File: src/rtl/imm_extender_pkg.sv
// Shared decode definitions for the RV32I immediate generator: format
// select codes, fixed widths and the per-format bit-assembly helpers.
package imm_extender_pkg;

  localparam int IMM_W = 32;
  localparam int IR_W  = 25;

  typedef enum logic [2:0] {
    IMM_I = 3'b000,
    IMM_S = 3'b001,
    IMM_B = 3'b010,
    IMM_U = 3'b011,
    IMM_J = 3'b100
  } imm_sel_t;

  // IR[k] carries instr[k+7]; every helper indexes IR with that offset applied.
  function automatic logic [IMM_W-1:0] build_i(input logic [IR_W-1:0] ir);
    build_i = {{20{ir[24]}}, ir[24:13]};
  endfunction

  function automatic logic [IMM_W-1:0] build_s(input logic [IR_W-1:0] ir);
    build_s = {{20{ir[24]}}, ir[24:18], ir[4:0]};
  endfunction

  function automatic logic [IMM_W-1:0] build_b(input logic [IR_W-1:0] ir);
    build_b = {{19{ir[24]}}, ir[24], ir[0], ir[23:18], ir[4:1], 1'b0};
  endfunction

  function automatic logic [IMM_W-1:0] build_u(input logic [IR_W-1:0] ir);
    build_u = {ir[24:5], 12'h000};
  endfunction

  function automatic logic [IMM_W-1:0] build_j(input logic [IR_W-1:0] ir);
    build_j = {{11{ir[24]}}, ir[24], ir[12:5], ir[13], ir[23:14], 1'b0};
  endfunction

endpackage

File: src/rtl/imm_extender_format_mux.sv
// Pure combinational five-way immediate format builder; unused select
// codes fall back to the I-type layout.
module imm_extender_format_mux
  import imm_extender_pkg::*;
(
  input  logic [2:0]       i_sel,
  input  logic [IR_W-1:0]  i_ir,
  output logic [IMM_W-1:0] o_imm
);

  always_comb begin
    o_imm = build_i(i_ir);
    case (i_sel)
      IMM_I:   o_imm = build_i(i_ir);
      IMM_S:   o_imm = build_s(i_ir);
      IMM_B:   o_imm = build_b(i_ir);
      IMM_U:   o_imm = build_u(i_ir);
      IMM_J:   o_imm = build_j(i_ir);
      default: o_imm = build_i(i_ir);
    endcase
  end

endmodule

File: src/rtl/imm_extender.sv
// RV32I decode-stage immediate generator: combinational immediate plus a
// copy registered into the decode->execute pipeline stage.
module imm_extender
  import imm_extender_pkg::*;
(
  input  logic             CLK,
  input  logic             RST,
  input  logic [2:0]       IMM_SEL,
  input  logic [IR_W-1:0]  IR,
  output logic [IMM_W-1:0] IMM,
  output logic [IMM_W-1:0] IMM_R
);

  logic [IMM_W-1:0] w_imm;
  logic [IMM_W-1:0] r_imm;

  imm_extender_format_mux u_mux (
    .i_sel (IMM_SEL),
    .i_ir  (IR),
    .o_imm (w_imm)
  );

  // No enable: the pipeline copy follows the decoder every cycle.
  always_ff @(posedge CLK or posedge RST) begin
    if (RST) begin
      r_imm <= 32'h0000_0000;
    end else begin
      r_imm <= w_imm;
    end
  end

  assign IMM   = w_imm;
  assign IMM_R = r_imm;

endmodule

File: config.mk
export PLATFORM = sky130hd
export DESIGN_NAME = imm_extender
export DESIGN_NICKNAME = d
export VERILOG_FILES = /design/src/rtl/imm_extender_pkg.sv /design/src/rtl/imm_extender_format_mux.sv /design/src/rtl/imm_extender.sv
export SDC_FILE = /design/constraint.sdc
export NUM_CORES = 1
export LEC_CHECK = 0
export CAP_MARGIN = 20
export CORE_MARGIN = 2
export CORE_UTILIZATION = 36
export CTS_CLUSTER_DIAMETER = 30
export CTS_CLUSTER_SIZE = 14
export DETAILED_ROUTE_END_ITERATION = 7
export PLACE_DENSITY_LB_ADDON = 0.05
export SLEW_MARGIN = 40
export SYNTH_ARGS = -nofsm -noshare
export SYNTH_HDL_FRONTEND = slang
export SYNTH_SLANG_ARGS = --single-unit
File: constraint.sdc
create_clock -name CLK -period 2 [get_ports CLK]
set_input_delay 0.5 -clock CLK [delete_from_list [all_inputs] [get_ports CLK]]
set_output_delay 0.5 -clock CLK [all_outputs]
set_load 0.02 [all_outputs]
# Yosys cells after proc, flatten, opt, wreduce, memory -nomap -nowiden
# Cells that the tools add are included.
[classes] addsub=0 multipliers=0 div_mod_pow=0 magnitude_cmp=0 n_eq_ne=4 shift=0 n_mux=1 bitwise=0 reduce_logical=0
[op_table] op="31-bit case mux with 4 select lines" n=1
[op_table] op="3-bit by 2-bit equality test with 1-bit output, second input constant" n=2
[op_table] op="3-bit by 1-bit equality test with 1-bit output, second input constant" n=1
[op_table] op="3-bit equality test, second input constant" n=1
[totals] register_bits=32 latchBits=0 ramBits=0 rom_bits=0 in_bits=30 output_inout_bits=64 word_cells=6 n_memories=0

# Logic depth before layout (Yosys ltp)
# Gate-level depths: netlist of run 1.
[logic_depth] word_depth=2 mapped_depth=5 depth_no_buf=3

# Hierarchy
# From an unflattened synthesis of run 1, not the netlist that was laid out.
[unflattened] cells_unflattened=123 hier_area_um2=1396.3
[by_module_without_submodules] mod="imm_extender" n_inst=1 cells_each=33 area_per_inst_um2=804.5 seq_area_each_um2=800.8
[by_module_without_submodules] mod="imm_extender_format_mux" n_inst=1 cells_each=90 area_per_inst_um2=591.8 seq_area_each_um2=0.0

# Least setup slack after synthesis of run 1
# No wires, ideal clock.
[synth_path] kind="in2out" start="input port IMM_SEL[2]" end="output port IMM[12]" arrival_time_ns=1.572 required_time_ns=1.500 slack_ns=-0.072 cell_stages=5 path_cell_list="buf_4 > or3b_1 > buf_6 > nor2_2 > a211oi_1"
[synth_between] elab_chain_cells=2 word_cells_on_any_way=5 cone_classes="4 x eq/ne; 1 x mux"
[synth_rtl] item="start: declaration" line="imm_extender.sv:8" rtl="input logic [2:0] IMM_SEL,"
[synth_rtl] item="3-bit equality test (tied with other cells)" line="imm_extender_format_mux.sv:13" rtl="case (i_sel)"
[synth_rtl] item="31-bit case mux with 4 select lines (*)" line="imm_extender_format_mux.sv:13"
[synth_rtl] item="end: declaration" line="imm_extender.sv:10" rtl="output logic [IMM_W-1:0] IMM,"
# Every way passes the cells marked *; elsewhere a longest branch is shown, timed or not.

# Worst setup path after layout of run 1
[layout_path] start="input port IMM_SEL[2]" end="output port IMM[16]"
# The elaborated chain is that of the path after synthesis.

==> results_dict.tcl, run 1 <==
set metrics [dict create \
    switchingPower_mw 0.616 \
    largest_register_ff_count 32 \
    vdd_ir_drop_max_uv 493 \
    synth_edf_count 0 \
    clock-root-buffer "clkbuf_8" \
    grt_pass1_vias 1366 \
    drtIter0Drc 86 \
    worstMarginPinSlew_ps 430 \
    finalWirelength_um 5000 \
    yosys.area_share.simple_pct 15.3 \
    stdcell_area_sq_um 2950 \
    fin_util_pct 78.7 \
    start_util_pct 38.2 \
    row_count 22 \
    cts_buffers 5 \
    ioPinCount 94 \
    die_area_sq_um 4490 \
    syn2layout_area_growth_pct 106 \
    status "finished, violations left" \
    portBuffers 93 \
    crit_start "IMM_SEL[2]" \
    antenna_left 0 \
    synth_xor_area_share_pct 0 \
    fin_ws_ps -174 \
    overflow 0 \
    synth.area.top_cells "dfrtp_1 56%, a21o_1 5.8%, a211oi_1 4.2%" \
    dp_hpwl_um 3010 \
    synth_commonest_cells "32 x dfrtp_1, 11 x a21o_1, 8 x a211oi_1, 8 x nor2_2, 8 x o22ai_1" \
    endpoint_kind "primary output" \
    powerDensity_nw_per_um2 687 \
    yosysWarnings 0 \
    place.gp.congestion 0.755 \
    dpl.cell_count 268 \
    grt_use_total_pct 20.9 \
    met3WireLength_um 401 \
    synth-adder-area-share_pct 0 \
    leakagePower_nw 1.37 \
    period_share_pct 109 \
    rsz0062_at_grt "yes" \
    synth_top_family_by_area "compound AO/OA/AOI/OAI gates" \
    setup_viol 23 \
    critical_path_required_ps 1500 \
    antenna_found_initial 0 \
    h-tree-depth 2 \
    wl_met2_um 2720 \
    fin_nets 273 \
    instances_no_fill 292 \
    die_h_um 67.0 \
    path_class "in2out" \
    min_path_type "in2reg" \
    layout-drive-gt1-share_pct 42.2 \
    arrival_ps 1670 \
    async_flop_share_pct 100 \
    min_period_ps 2170 \
    coreArea_sq_um 3740 \
    power_frac_clock_pct 30.9 \
    synth_compound_area_share_pct 19.6 \
    swShare_pct 30.5 \
    setup_tns_ps -2020 \
    synth_nets 152 \
    synth_area_leader_cell "dfrtp_1" \
    vias_per_cell 5.03 \
    cts_buffer_depth 2 \
    drv_slew 0 \
    maxCapViolations 0 \
    n_antenna_cell 0 \
    die_w_um 67.0 \
    drt_drc_violations_left 0 \
    violations "setup timing" \
    num_vias 1468 \
    pre_cts_ws_ps -975 \
    ctsHoldBuffers 0 \
    synthDistinctLibCells 26 \
    endpoint "IMM[16]" \
    syn_area_per_cell_sq_um 11.7 \
    clkSinkCount 32 \
    synth_top_area_share_pct 56.0 \
    routed.top_layer "met4" \
    placed_cell_area_sq_um 2540 \
    grt_pass1_wl_um 6730 \
    p_int_mw 1.41 \
    start_kind "primary input" \
    postSynthCellCount 122 \
    grt_max_degree 33 \
    hold_viol 0 \
    cts_tree "yes" \
    wire_per_inst_um 17.1 \
    ys_ff_latch 32 \
    relSlewSlack_pct 71.3 \
    dr.pass1.iters 4 \
    synth_most_common_cell "dfrtp_1" \
    m1WireLength_um 1810 \
    muxShareOfSynthArea_pct 2.10 \
    synth.cell_area_sq_um 1430 \
    power_frac_comb_pct 33.8 \
    synthFlopType "dfrtp_1" \
    fmaxAchievable_ghz 0.460 \
    path_max_fanout 4 \
    clkSlewWorstSetupHoldPaths_ps 70 \
    pwr-share-seq_pct 35.3 \
    yosysSeqAreaShare_pct 56.0 \
]
==> worst min-delay path by stage <==
stage	startpoint	end	slack (ps)	depth (start not counted)
2_1_floorplan	IR[24]	IMM_R[31]	530	0
3_3_place_gp	RST	IMM_R[10]	910	3
3_5_place_dp	RST	IMM_R[30]	920	3
4_1_cts	IMM_SEL[0]	IMM_R[16]	570	3
5_1_grt	IR[5]	IMM_R[12]	610	3
6_report	IR[5]	IMM_R[12]	590	3
==> cell usage in the layout (no fill, tap or decap), drive strengths merged, types with 8 or more instances in the layout <==
| cell type | synthesis | final |
|---|---|---|
| clkdlybuf4s50 | 0 | 49 |
| dfrtp | 32 | 32 |
| nor2 | 9 | 9 |
| a211oi | 8 | 8 |
| clkdlybuf4s15 | 0 | 10 |
| a21o | 11 | 11 |
| buf | 13 | 55 |
| o22ai | 8 | 8 |
| nor2b | 8 | 9 |
==> per-stage QoR <==
| stage | power [mW] | hold WS [ps] |
|---|---|---|
| after floorplan | 1.01 | 531 |
| after global placement | 1.33 | 913 |
| after detailed placement | 1.34 | 920 |
| after CTS | 1.96 | 573 |
| after global routing | 2.11 | 612 |
| final | 2.02 | 590 |
==> kinds of logic (layout without fill, tap and decap cells) <==
family          Yosys count  count (layout)
buf+inv                  16             137
flops                    32              32
simple gates             29              30
compound gates           42              42
mux                       3               3
==> power by group through the flow <==
stage	logic (mW)	clock network [mW]	registers, mW
global placement	0.604	0	0.723
finish	0.684	0.625	0.714
floorplan	0.211	0	0.796
global route	0.719	0.671	0.718
detailed placement	0.612	0	0.726
CTS	0.621	0.630	0.714
==> per-layer routing <==
| layer | global-route usage (%) | vias up |
|---|---|---|
| met1 | 23.1 | 715 |
| met4 | 8.42 | 0 |
| li1 | - | 676 |
| met2 | 36.8 | 69 |
| met5 | 0 | - |
| met3 | 6.59 | 8 |
==> critical path, stage by stage <==
cell and delay (ps):
buf_6 90, and3b_2 340, nor3_4 80, buf_6 140, buf_6 110, a211oi_4 250, buf_6 160
==> what timing repair did <==
action | in CTS | in global routing
gates resized for setup | 165 | 34
setup endpoints to repair | 32 | 27
setup buffers | 8 | 6
cloned | 1 | 1
hold endpoints to repair | 0 | 0
pin swaps | 8 | 7
==> area by class of cell <==
type / count / area (sq um)
Clock buffer: 5 / 68.8
Clock inverter: 3 / 42.5
Fill cell: 249 / 798
Inverter: 3 / 11.3
Multi-Input combinational cell: 75 / 721
Sequential cell: 32 / 801
Tap cell: 48 / 60.1
Timing Repair Buffer: 126 / 1240
No activity file was read; power rests on OpenSTA's default activity.
==> run 2: changes to the inputs <==
--- a/config.mk
+++ b/config.mk
@@ -11,6 +11,7 @@
 export CTS_CLUSTER_DIAMETER = 30
 export CTS_CLUSTER_SIZE = 14
 export DETAILED_ROUTE_END_ITERATION = 7
+export GPL_ROUTABILITY_DRIVEN = 1
 export PLACE_DENSITY_LB_ADDON = 0.05
 export SLEW_MARGIN = 40
 export SYNTH_ARGS = -nofsm -noshare
==> results of run 2 <==
Same layout as run 1: the final DEF is identical, and so are final timing and power.
==> run 3: changes to the inputs <==
--- a/config.mk
+++ b/config.mk
@@ -6,13 +6,13 @@
 export NUM_CORES = 1
 export LEC_CHECK = 0
 export CAP_MARGIN = 20
-export CORE_MARGIN = 2
 export CORE_UTILIZATION = 36
 export CTS_CLUSTER_DIAMETER = 30
 export CTS_CLUSTER_SIZE = 14
 export DETAILED_ROUTE_END_ITERATION = 7
 export GPL_ROUTABILITY_DRIVEN = 1
 export PLACE_DENSITY_LB_ADDON = 0.05
+export SKIP_CTS_REPAIR_TIMING = 1
 export SLEW_MARGIN = 40
 export SYNTH_ARGS = -nofsm -noshare
 export SYNTH_HDL_FRONTEND = slang
==> results_dict.tcl, run 3 (synthesis results as in run 1) <==
set metrics [dict create \
    instances_no_fill 285 \
    vias_per_cell 4.98 \
    final_common_cell "clkdlybuf4s50_1" \
    overflow 0 \
    place.gp.congestion 0.704 \
    grt_pass1_vias 1455 \
    path_max_fanout 8 \
    start_util_pct 38.2 \
    path_class "in2out" \
    powerDensity_nw_per_um2 684 \
    pre_cts_ws_ps -977 \
    wire_per_inst_um 16.8 \
    maxCapViolations 0 \
    multiInputGateArea_sq_um 778 \
    violations "setup timing" \
    vdd_ir_drop_max_uv 549 \
    fill_cells 251 \
    grt_use_total_pct 20.4 \
    register_area_sq_um 801 \
    period_share_pct 104 \
    antenna_left 0 \
    dr.pass1.iters 4 \
    setup_viol 9 \
    fmaxAchievable_ghz 0.479 \
    min_period_ps 2090 \
    grt_max_degree 33 \
    die_w_um 65.0 \
    drtIter0Drc 37 \
    layout-drive-gt1-share_pct 45.1 \
    fin_ws_ps -89.4 \
    hold_depth 2 \
    min_to "IMM_R[23]" \
    fin_nets 266 \
    clkSlewWorstSetupHoldPaths_ps 70 \
    endpoint_kind "primary output" \
    drv_slew 0 \
    crit_start "IMM_SEL[2]" \
    start_kind "primary input" \
    clock-root-buffer "clkbuf_8" \
    placed_cell_area_sq_um 2550 \
    leakagePower_nw 1.45 \
    finalWirelength_um 4780 \
    min_path_type "in2reg" \
    die_h_um 65.0 \
    final_cell_mix "43 x clkdlybuf4s50_1, 32 x dfrtp_1, 28 x buf_4, 15 x dlymetal6s2s_1, 13 x buf_6" \
    worstMarginPinSlew_ps 406 \
    rsz0062_at_grt "yes" \
    relSlewSlack_pct 72.9 \
    ioPinCount 94 \
    whs_ps 535 \
    critical_path_required_ps 1500 \
    grt_pass1_wl_um 6520 \
    cts_tree "yes" \
    cts_buffers 5 \
    dpl.cell_count 270 \
    portBuffers 93 \
    dp_hpwl_um 3020 \
    cts_buffer_depth 2 \
    stdcell_area_sq_um 2950 \
    drt_drc_violations_left 0 \
    clkSinkCount 32 \
    setup_tns_ps -365 \
    row_count 22 \
    status "finished, violations left" \
    die_area_sq_um 4230 \
    total_power_mw 2.02 \
    n_antenna_cell 0 \
    fin_util_pct 78.7 \
    syn2layout_area_growth_pct 106 \
    num_vias 1420 \
    antenna_found_initial 0 \
    coreArea_sq_um 3740 \
    hp-start "IR[16]" \
    largest_register_ff_count 32 \
    hold_viol 0 \
    arrival_ps 1590 \
    h-tree-depth 2 \
]
run 3: cell types whose count changed in the layout (fill, tap and decap cells not counted), moves of 4 or more:
cell | previous run | this run
clkbuf_2 | 0 | 12
buf_2 | 7 | 2
dlymetal6s2s_1 | 4 | 15
dlygate4sd2_1 | 7 | 0
clkdlybuf4s15_2 | 7 | 0
a211oi_2 | 4 | 0
clkdlybuf4s50_1 | 49 | 43
o22ai_1 | 8 | 2
a211oi_4 | 4 | 8
o22ai_2 | 0 | 6
run 3: how the worst max path moves through the flow:
stage               to  slack [ps]  depth (start not counted)
5_1_grt        IMM[19]        -120                          6
3_5_place_dp   IMM[14]        -980                          6
3_3_place_gp   IMM[13]        -900                          6
2_1_floorplan   IMM[4]           9                          4
4_1_cts        IMM[14]        -990                          6
6_report       IMM[19]         -90                          6
run 3: where the power goes:
group,switching (mW),internal [mW]
combinational,0.352,0.335
clock,0.246,0.368
sequential,0.0154,0.699
run 3: routing by layer:
metal / vias up / GRT usage (%) / wire length (um)
li1: 657 / - / -
met1: 693 / 22.9 / 1870
met2: 66 / 36.3 / 2550
met3: 4 / 4.75 / 333
met4: 0 / 9.51 / 26
met5: - / 0 / 0
run 3: area by class of cell:
| type | count | area share [%] |
|---|---|---|
| Multi-Input combinational cell | 74 | 26.4 |
| Inverter | 3 | 0.382 |
| Clock inverter | 3 | 1.44 |
| Tap cell | 48 | 2.04 |
| Sequential cell | 32 | 27.2 |
| Clock buffer | 5 | 2.34 |
| Timing Repair Buffer | 120 | 40.2 |
run 3: worst max-delay path, cell delays in order:
cell	delay, ps
buf_6	70
buf_6	100
nand2b_2	280
o22ai_2	150
a211oi_4	320
buf_6	160
